$ cat config.mk
export PLATFORM = sky130hd
export DESIGN_NAME = instruction_fetch_stage
export DESIGN_NICKNAME = d
export VERILOG_FILES = /design/src/rtl/instruction_fetch_stage.sv
export SDC_FILE = /design/constraint.sdc
export NUM_CORES = 1
export LEC_CHECK = 0
export CORE_MARGIN = 3
export CORE_UTILIZATION = 40
export DETAILED_ROUTE_END_ITERATION = 8
export PLACE_DENSITY = 0.75
export REMOVE_ABC_BUFFERS = 1
export SLEW_MARGIN = 25
export SYNTH_ARGS = -nofsm -noshare
export SYNTH_HDL_FRONTEND = slang
export SYNTH_SLANG_ARGS = --single-unit
$ cat constraint.sdc
create_clock -name Clk -period 3.5 [get_ports Clk]
set_input_delay 0.35 -clock Clk [delete_from_list [all_inputs] [get_ports Clk]]
set_output_delay 0.35 -clock Clk [all_outputs]
set_load 0.02 [all_outputs]
$ cat src/rtl/instruction_fetch_stage.sv
// IF stage: owns the PC and the IF/ID register, with stall hold and
// branch/jump redirect with flush.
module instruction_fetch_stage #(
  parameter logic [31:0] RESET_PC   = 32'h0000_0000,
  parameter int          IMEM_BYTES = 64
) (
  input  logic        Clk,
  input  logic        Rst,
  input  logic        Stall,
  input  logic        BranchTaken,
  input  logic [31:0] BranchTarget,
  input  logic        JumpTaken,
  input  logic [31:0] JumpTarget,
  input  logic [31:0] ImemData,
  output logic [31:0] ImemAddr,
  output logic [31:0] PC,
  output logic [31:0] IF_ID_Instr,
  output logic [31:0] IF_ID_PCPlus4,
  output logic        IF_ID_Valid,
  output logic [31:0] FetchCount,
  output logic        MisalignErr
);

  localparam int AW = $clog2(IMEM_BYTES);

  logic [31:0] pc_q, pc_d;
  logic [31:0] instr_q, instr_d;
  logic [31:0] pcp4_q, pcp4_d;
  logic        valid_q, valid_d;
  logic [31:0] cnt_q, cnt_d;
  logic        mis_q, mis_d;

  logic        redir;
  logic [31:0] tgt;
  logic [31:0] pc_inc;

  assign redir  = BranchTaken | JumpTaken;
  assign tgt    = BranchTaken ? BranchTarget : JumpTarget;
  assign pc_inc = pc_q + 32'd4;

  always_comb begin
    pc_d    = pc_q;
    instr_d = instr_q;
    pcp4_d  = pcp4_q;
    valid_d = valid_q;
    cnt_d   = cnt_q;
    mis_d   = mis_q;
    if (redir) begin
      pc_d    = {tgt[31:2], 2'b00};
      instr_d = 32'h0;
      pcp4_d  = 32'h0;
      valid_d = 1'b0;
      if (tgt[1:0] != 2'b00) mis_d = 1'b1;
    end else if (!Stall) begin
      pc_d    = pc_inc;
      instr_d = ImemData;
      pcp4_d  = pc_inc;
      valid_d = 1'b1;
      cnt_d   = cnt_q + 32'd1;
    end
  end

  always_ff @(posedge Clk) begin
    if (Rst) begin
      pc_q    <= RESET_PC;
      instr_q <= 32'h0;
      pcp4_q  <= 32'h0;
      valid_q <= 1'b0;
      cnt_q   <= 32'h0;
      mis_q   <= 1'b0;
    end else begin
      pc_q    <= pc_d;
      instr_q <= instr_d;
      pcp4_q  <= pcp4_d;
      valid_q <= valid_d;
      cnt_q   <= cnt_d;
      mis_q   <= mis_d;
    end
  end

  // Fetch wraps inside the memory; PC itself keeps all 32 bits.
  assign ImemAddr      = {{(32-AW){1'b0}}, pc_q[AW-1:0]};
  assign PC            = pc_q;
  assign IF_ID_Instr   = instr_q;
  assign IF_ID_PCPlus4 = pcp4_q;
  assign IF_ID_Valid   = valid_q;
  assign FetchCount    = cnt_q;
  assign MisalignErr   = mis_q;

endmodule

==> results.toml, run 1 <==
[outcome]
status = "completed"

[timing]
tns_ns = 0
hold_slack_ns = 0.335
relSlewSlack_pct = 34.6
fin_crit_sh_pct = 66.8
max_freq_ghz = 0.428
worst_slew_pin_slew_ns = 0.982
final_max_slew_viol_count = 0
fin_crit_ns = 2.34
grt_setup_unrepaired = "no"
hold_viol_final = 0
setup_viol = 0
clock_skew_ns = 0.00826

[cts]
cts_max_path_buffers = 2
clk_pin_slew_ns = 0.06
htreeDepth = 4
cts_resized = 0
cts_root_buf = "clkbuf_16"
cts_hold_buf = 0
clk_latency_ns = 0.42
cts_sinks = 126
cts_buffers = 17
postCtsSetupRepairBufs = 0
cts_tree = "yes"

[floorplanning]
die_area_sq_mm = 0.0179
ioPinCount = 263
die_x_microns = 134
core_area_sq_mm = 0.0159
num_rows = 46
die_h_microns = 134
initial_core_util_pct = 41.1

[placement]
place_congestion = 0.843
io_buffers = 230
dp_hpwl_microns = 14900

[power_and_ir_drop]
combinationalPowerShare_pct = 12.9
seq_power_share_pct = 37.5
total_power_mw = 4.09
intPower_mw = 3.08
peakVddDrop_mv = 0.425
pwr-share-clk_pct = 49.6
switching_share_pct = 24.7
p_leak_nw = 3.41
power.density_mw_per_mm2 = 431
p_switching_mw = 1.01

[logic_synthesis]
synth.cell_area_sq_mm = 0.00655
synth_top_family_by_area = "simple AND/OR/NAND/NOR gates"
synth_ff_type = "dfxtp_1"
ys_ff_latch = 126
synth_seq_area_share_pct = 38.5
synth_cell_type_count = 51
yosys.area_share.simple_pct = 26.3
synth_compound_area_share_pct = 13.5
synth_xor_area_share_pct = 6.82
async_reset_ff_share_pct = 0
synth-edff-count = 0
muxShareOfSynthArea_pct = 5.81
synth_fa_ha_area_share_pct = 0.382
synthCells = 807
yosys_warnings = 0
synth.avg_cell_area_sq_um = 8.12

[critical_path]
required_ns = 3.79
path_class = "reg -> reg"
path_max_fanout = 12
cp_cell_sequence = "ha_1 > inv_1 > or4_1 > nor3_1 > xnor2_1 > nor2_1"
startpoint_type = "flop"
slowest_delay_ns = 0.77
cp-end-kind = "flop"
crit_arrival_ns = 2.62
critPathSlowestCell = "or4_1"

[route]
post_drt_wl_per_cell_microns = 17.3
ant_nets = 0
drc = 0
vias = 6533
first_iter_violations = 576
routed_wl_microns = 21400
viasPerCell = 5.30
drtPass1Iterations = 5

[final_layout]
diodes = 0
layout_commonest_cell = "clkdlybuf4s50_1"
final_cell_mix = "226 x clkdlybuf4s50_1, 126 x dfxtp_1, 108 x nor2_1"
area.growth.synth_to_final_pct = 44.9
nets = 1107
layout-drive-gt1-share_pct = 6.39

[global_route]
grt_max_degree = 66
grtUsageTotal_pct = 23.4
grt_pass1_vias = 6197
antenna_found_initial = 1
grt_pass1_wl_microns = 33700
grt-ovfl-total = 0

[worst_hold_path]
min_path_type = "in -> reg"

[flow_run]
max_cap_viol_count = 0
final timing paths:
| check | startpoint | endpoint | slack (ns) | cells past startpoint |
|---|---|---|---|---|
| max | FetchCount[0] | FetchCount[16] | 1.16 | 6 |
| min | Stall | IF_ID_PCPlus4[7] | 0.34 | 3 |
| max reg2reg | FetchCount[0] | FetchCount[16] | 1.16 | 6 |
| min reg2reg | IF_ID_PCPlus4[15] | IF_ID_PCPlus4[15] | 0.47 | 2 |
critical path: cells and delay by family (launching register included):
kind,cells,cell delay [ns]
AND/OR/NAND/NOR,3,1.13
flip-flops,1,0.47
adder cells (fa/ha/maj),1,0.35
XOR/XNOR,1,0.17
buffers and inverters,1,0.08
registers in the layout, indices dropped and copies added (netlist names):
| name | count |
|---|---|
| FetchCount | 32 |
| IF_ID_Instr | 32 |
| IF_ID_PCPlus4 | 30 |
| PC | 30 |
| IF_ID_Valid | 1 |
| MisalignErr | 1 |
power by group through the flow:
| stage | sequential [mW] | clock (mW) | combinational (mW) |
|---|---|---|---|
| 3_5_place_dp | 1.57 | 0 | 0.525 |
| 4_1_cts | 1.54 | 2.06 | 0.529 |
| 2_1_floorplan | 1.60 | 0 | 0.175 |
| 5_1_grt | 1.54 | 2.12 | 0.568 |
| 3_3_place_gp | 1.56 | 0 | 0.522 |
| 6_report | 1.54 | 2.03 | 0.528 |
through the flow:
stage                     utilization, %  cells  worst slack, ns  cell area [sq um]
after floorplan                        -    743             1.33               6150
after CTS                           59.6   1233             1.19               9490
final                               59.6   1233             1.16               9490
after detailed placement            55.3   1201             1.09               8820
after global routing                59.6   1233            0.930               9490
after global placement              55.3   1201             1.16               8810
cell type report:
cell class | instances | area (sq um)
Multi-Input combinational cell | 603 | 3600
Fill cell | 1434 | 6450
Sequential cell | 126 | 2520
Timing Repair Buffer | 242 | 2370
Tap cell | 216 | 270
Clock buffer | 18 | 439
Clock inverter | 14 | 239
Inverter | 14 | 52.6
synthesized netlist by cell type, drive strengths merged (11+ instances only):
cell      n  area [sq um]
and3     11          68.8
o21ai    36           180
nand2    75           282
nand3    29           145
nor3     17          95.1
nand3b   15           113
or3      12          75.1
buf      53           357
xor2     18           158
inv      13          48.8
a21oi    55           275
dfxtp   126          2520
xnor2    33           289
nand4    25           156
clkbuf   42           158
nor2    108           405
mux2i    38           380
nor4     23           209
cells by family after synthesis:
family,Yosys count
fa+ha+maj,2
compound gates,142
buf+inv,109
simple gates,338
xor+xnor,51
flops,126
mux,38
other cells,1
routing by layer:
| layer | part of all wire (%) | track usage, % |
|---|---|---|
| met5 | 0.056 | 0 |
| met4 | 1.4 | 6.74 |
| met3 | 9.1 | 8.03 |
| met2 | 48 | 39.3 |
| met1 | 42 | 28.6 |
Power figures use the tool's default switching activity.
==> inputs of run 2 (changes only) <==
- clock period: 3.5 -> 2.4 ns (I/O delays scaled with it)
==> results.toml, run 2 (synthesis gave the netlist of run 1 again) <==
[outcome]
status = "completed"

[power_and_ir_drop]
peakVddDrop_mv = 0.408
seq_power_share_pct = 40.9
power.density_mw_per_mm2 = 574
p_leak_nw = 3.45
pwr-share-clk_pct = 44.7
switching_share_pct = 27.1
combinationalPowerShare_pct = 14.4
intPower_mw = 3.98
total_power_mw = 5.46
p_switching_mw = 1.48

[final_layout]
diodes = 0
layout_commonest_cell = "clkdlybuf4s50_1"
layout-drive-gt1-share_pct = 7.93
post-route-cell-area_sq_mm = 0.00951
final_cell_mix = "226 x clkdlybuf4s50_1, 126 x dfxtp_1, 108 x nor2_1"
area.growth.synth_to_final_pct = 45.1
fill_cells = 1431
seqCellArea_sq_mm = 0.00252
multiInputGateArea_sq_mm = 0.00359
nets = 1124

[cts]
cts_buffers = 17
cts_tree = "yes"
clk_latency_ns = 0.42
cts_max_path_buffers = 2
htreeDepth = 4
postCtsSetupRepairBufs = 0
cts_sinks = 126
cts_root_buf = "clkbuf_16"
clk_pin_slew_ns = 0.06
cts_hold_buf = 0
cts_resized = 0

[critical_path]
required_ns = 2.71
path_class = "reg -> reg"
path_max_fanout = 7
cp-end-kind = "flop"
crit_arrival_ns = 2.37
startpoint_type = "flop"

[placement]
dp_slack_ns = 0.126
place_congestion = 0.824
dp_hpwl_microns = 15300
placedInstanceArea_sq_mm = 0.00895
io_buffers = 230

[timing]
fin_crit_sh_pct = 85.8
grt_setup_unrepaired = "no"
max_freq_ghz = 0.486
setup_viol = 0
hold_slack_ns = 0.127
tns_ns = 0
worst_slew_pin_slew_ns = 0.683
final_max_slew_viol_count = 0
fin_ws_ns = 0.341
clock_skew_ns = 0.00600
relSlewSlack_pct = 54.4
fin_crit_ns = 2.06
hold_viol_final = 0

[floorplanning]
die_area_sq_mm = 0.0179
ioPinCount = 263
die_x_microns = 134
initial_core_util_pct = 41.1
die_h_microns = 134
num_rows = 46
core_area_sq_mm = 0.0159

[route]
ant_nets = 0
drtPass1Iterations = 5
viasPerCell = 5.29
drc = 0
post_drt_wl_per_cell_microns = 17.0
first_iter_violations = 586
vias = 6608
routed_wl_microns = 21200

[global_route]
grtUsageTotal_pct = 23.4
grt_pass1_wl_microns = 33600
antenna_found_initial = 0
grt-ovfl-total = 0
grt_pass1_vias = 6374
grt_max_degree = 60

[worst_hold_path]
min_path_type = "in -> reg"

[flow_run]
max_cap_viol_count = 0
## run 2: cell count changes in the layout (fill, tap and decap cells not counted), sizes merged
cell      delta
clkinvlp     +1
bufinv       -5
buf         +17
clkinv       +4
## run 2: critical path: stages (launching register included)
cell and delay (ns):
dfxtp_1 0.43, nand4_1 0.37, nor2_1 0.61, xnor2_1 0.22, o221ai_1 0.14, and2_1 0.18
## run 2: final timing paths
| kind | endpoint | cells after the start | slack [ns] | startpoint |
|---|---|---|---|---|
| worst max-delay path | PC[8] | 5 | 0.34 | PC[6] |
| worst min-delay path | PC[3] | 2 | 0.13 | Rst |
| worst max register to register | PC[8] | 5 | 0.34 | PC[6] |
| worst min register to register | IF_ID_PCPlus4[15] | 2 | 0.46 | IF_ID_PCPlus4[15] |
## run 2: layout make-up
cell class,count,area share (%)
clock buffer,18,4.62
sequential,126,26.5
timing repair buffer,259,26.4
clock inverter,14,1.26
tap,216,2.84
inverter,14,0.553
multi-input combinational,603,37.7
## run 2: metrics by stage
| stage | utilization, % | cells |
|---|---|---|
| floorplan | - | 743 |
| global placement | 56.1 | 1218 |
| detailed placement | 56.1 | 1218 |
| CTS | 59.6 | 1250 |
| global route | 59.6 | 1250 |
| finish | 59.6 | 1250 |
## run 2: power by group through the flow
stage          logic [mW]  registers (mW)  clock network (mW)
6_report            0.789            2.23                2.44
4_1_cts             0.791            2.23                2.48
3_3_place_gp        0.782            2.27                   0
5_1_grt             0.853            2.24                2.56
3_5_place_dp        0.787            2.28                   0
2_1_floorplan       0.255            2.34                   0
## run 2: metal layers
layer,wire (microns),vias up,track usage [%]
li1,-,3204,-
met4,601,0,9.37
met5,0,-,0
met2,10100,262,38.5
met3,1720,36,7.35
met1,8750,3106,28.5
==> inputs of run 3 (changes only) <==
- CAP_MARGIN: not set -> 20
- GPL_TIMING_DRIVEN: not set -> 0
==> results.toml, run 3 (synthesis gave the netlist of run 1 again) <==
[outcome]
status = "completed"

[final_layout]
multiInputGateArea_sq_mm = 0.00362
layout_commonest_cell = "clkdlybuf4s50_1"
post-route-cell-area_sq_mm = 0.00943
area.growth.synth_to_final_pct = 43.9
diodes = 0
seqCellArea_sq_mm = 0.00252
final_cell_mix = "226 x clkdlybuf4s50_1, 126 x dfxtp_1, 108 x nor2_1"
fin_cells = 1227
nets = 1105
fin_util_pct = 59.1
fill_cells = 1440
layout-drive-gt1-share_pct = 6.33

[global_route]
grt_pass1_wl_microns = 32500
grt_max_degree = 67
antenna_found_initial = 0
grt-ovfl-total = 0
grtUsageTotal_pct = 22.7
grt_pass1_vias = 5984

[critical_path]
crit_arrival_ns = 2.57
r2r-start = "PC[4]"
startpoint_type = "flop"
cp-end-kind = "flop"
required_ns = 2.69
startpoint = "PC[4]"
path_max_fanout = 9
path_class = "reg -> reg"

[timing]
worst_slew_pin_slew_ns = 0.702
fin_crit_sh_pct = 94.9
clock_skew_ns = 0.00842
grt_setup_unrepaired = "no"
setup_viol = 0
relSlewSlack_pct = 53.1
fin_crit_ns = 2.28
hold_viol_final = 0
final_max_slew_viol_count = 0
hold_slack_ns = 0.236
max_freq_ghz = 0.439

[route]
drc = 0
ant_nets = 0
first_iter_violations = 514
routed_wl_microns = 21000
viasPerCell = 5.31
post_drt_wl_per_cell_microns = 17.1
drtPass1Iterations = 5
vias = 6510

[cts]
cts_max_path_buffers = 2
cts_sinks = 126
cts_hold_buf = 0
cts_root_buf = "clkbuf_16"
cts_buffers = 17
htreeDepth = 4
clk_latency_ns = 0.41
cts_tree = "yes"
clk_pin_slew_ns = 0.05

[floorplanning]
die_x_microns = 134
core_area_sq_mm = 0.0159
ioPinCount = 263
die_h_microns = 134
num_rows = 46
initial_core_util_pct = 41.1
die_area_sq_mm = 0.0179

[worst_hold_path]
hp-start = "Stall"
min_path_type = "in -> reg"

[flow_run]
max_cap_viol_count = 0

[power_and_ir_drop]
seq_power_share_pct = 42.3
p_leak_nw = 3.38
peakVddDrop_mv = 0.419
p_switching_mw = 1.40
combinationalPowerShare_pct = 14.7
pwr-share-clk_pct = 43.0
total_power_mw = 5.30
intPower_mw = 3.90
power.density_mw_per_mm2 = 562
switching_share_pct = 26.4

[placement]
placedInstanceArea_sq_mm = 0.00888
io_buffers = 230
dp_hpwl_microns = 14600
place_congestion = 0.809
place_inst = 1198
run 3: cell count changes in the layout (fill, tap and decap cells not counted), sizes merged:
cell and change:
buf -19, bufinv -1, clkbuf +3, clkinv -4
clkinvlp -1, inv -1
run 3: area by class of cell:
cell class / count / share of cell area (%)
multi-input cells: 603 / 38.4
flip-flops and latches: 126 / 26.8
repair buffers: 240 / 26.0
clock buffers: 21 / 4.99
well taps: 216 / 2.87
inverters: 14 / 0.571
clock inverters: 7 / 0.451
run 3: per-layer routing:
metal / track usage [%] / vias up / wire (microns) / share of wire [%]
met5: 0 / - / 0 / 0
met3: 7.54 / 30 / 1710 / 8.1
li1: - / 3162 / - / -
met1: 28.2 / 3048 / 8820 / 42
met4: 8.46 / 0 / 436 / 2.1
met2: 36.9 / 270 / 10100 / 48
run 3: per-stage QoR:
step,setup TNS [ns],setup slack (ns)
4_1_cts,0,0.00583
5_1_grt,0,0.000450
3_3_place_gp,-420.78,-4.97
6_report,0,0.123
3_5_place_dp,-9.51,-0.555
2_1_floorplan,0,0.272
run 3: power groups by stage:
| stage | Sequential [mW] | Clock [mW] | Combinational (mW) |
|---|---|---|---|
| finish | 2.24 | 2.28 | 0.781 |
| CTS | 2.24 | 2.31 | 0.783 |
| floorplan | 2.34 | 0 | 0.255 |
| global placement | 2.28 | 0 | 0.764 |
| global route | 2.25 | 2.40 | 0.839 |
| detailed placement | 2.28 | 0 | 0.778 |
run 3: worst paths after layout:
path / end / slack [ns] / cells after the start
max: PC[27] / 0.12 / 5
min: IF_ID_PCPlus4[23] / 0.24 / 3
max reg2reg: PC[27] / 0.12 / 5
min reg2reg: IF_ID_PCPlus4[7] / 0.46 / 2
run 3: worst max-delay path, cell delays in order, from the launching register on:
cell and delay [ns]:
dfxtp_1 0.59, nand4_1 0.44, nor4_2 0.54, nand2_1 0.24, a41oi_1 0.26, o41ai_1 0.09
run 3: timing repair:
action | 4_1_cts | 5_1_grt
pin swaps | 0 | 1
resized for setup | 3 | 4
setup buffers | 0 | 1
gates cloned | 0 | 0
setup endpoints to repair | 15 | 24
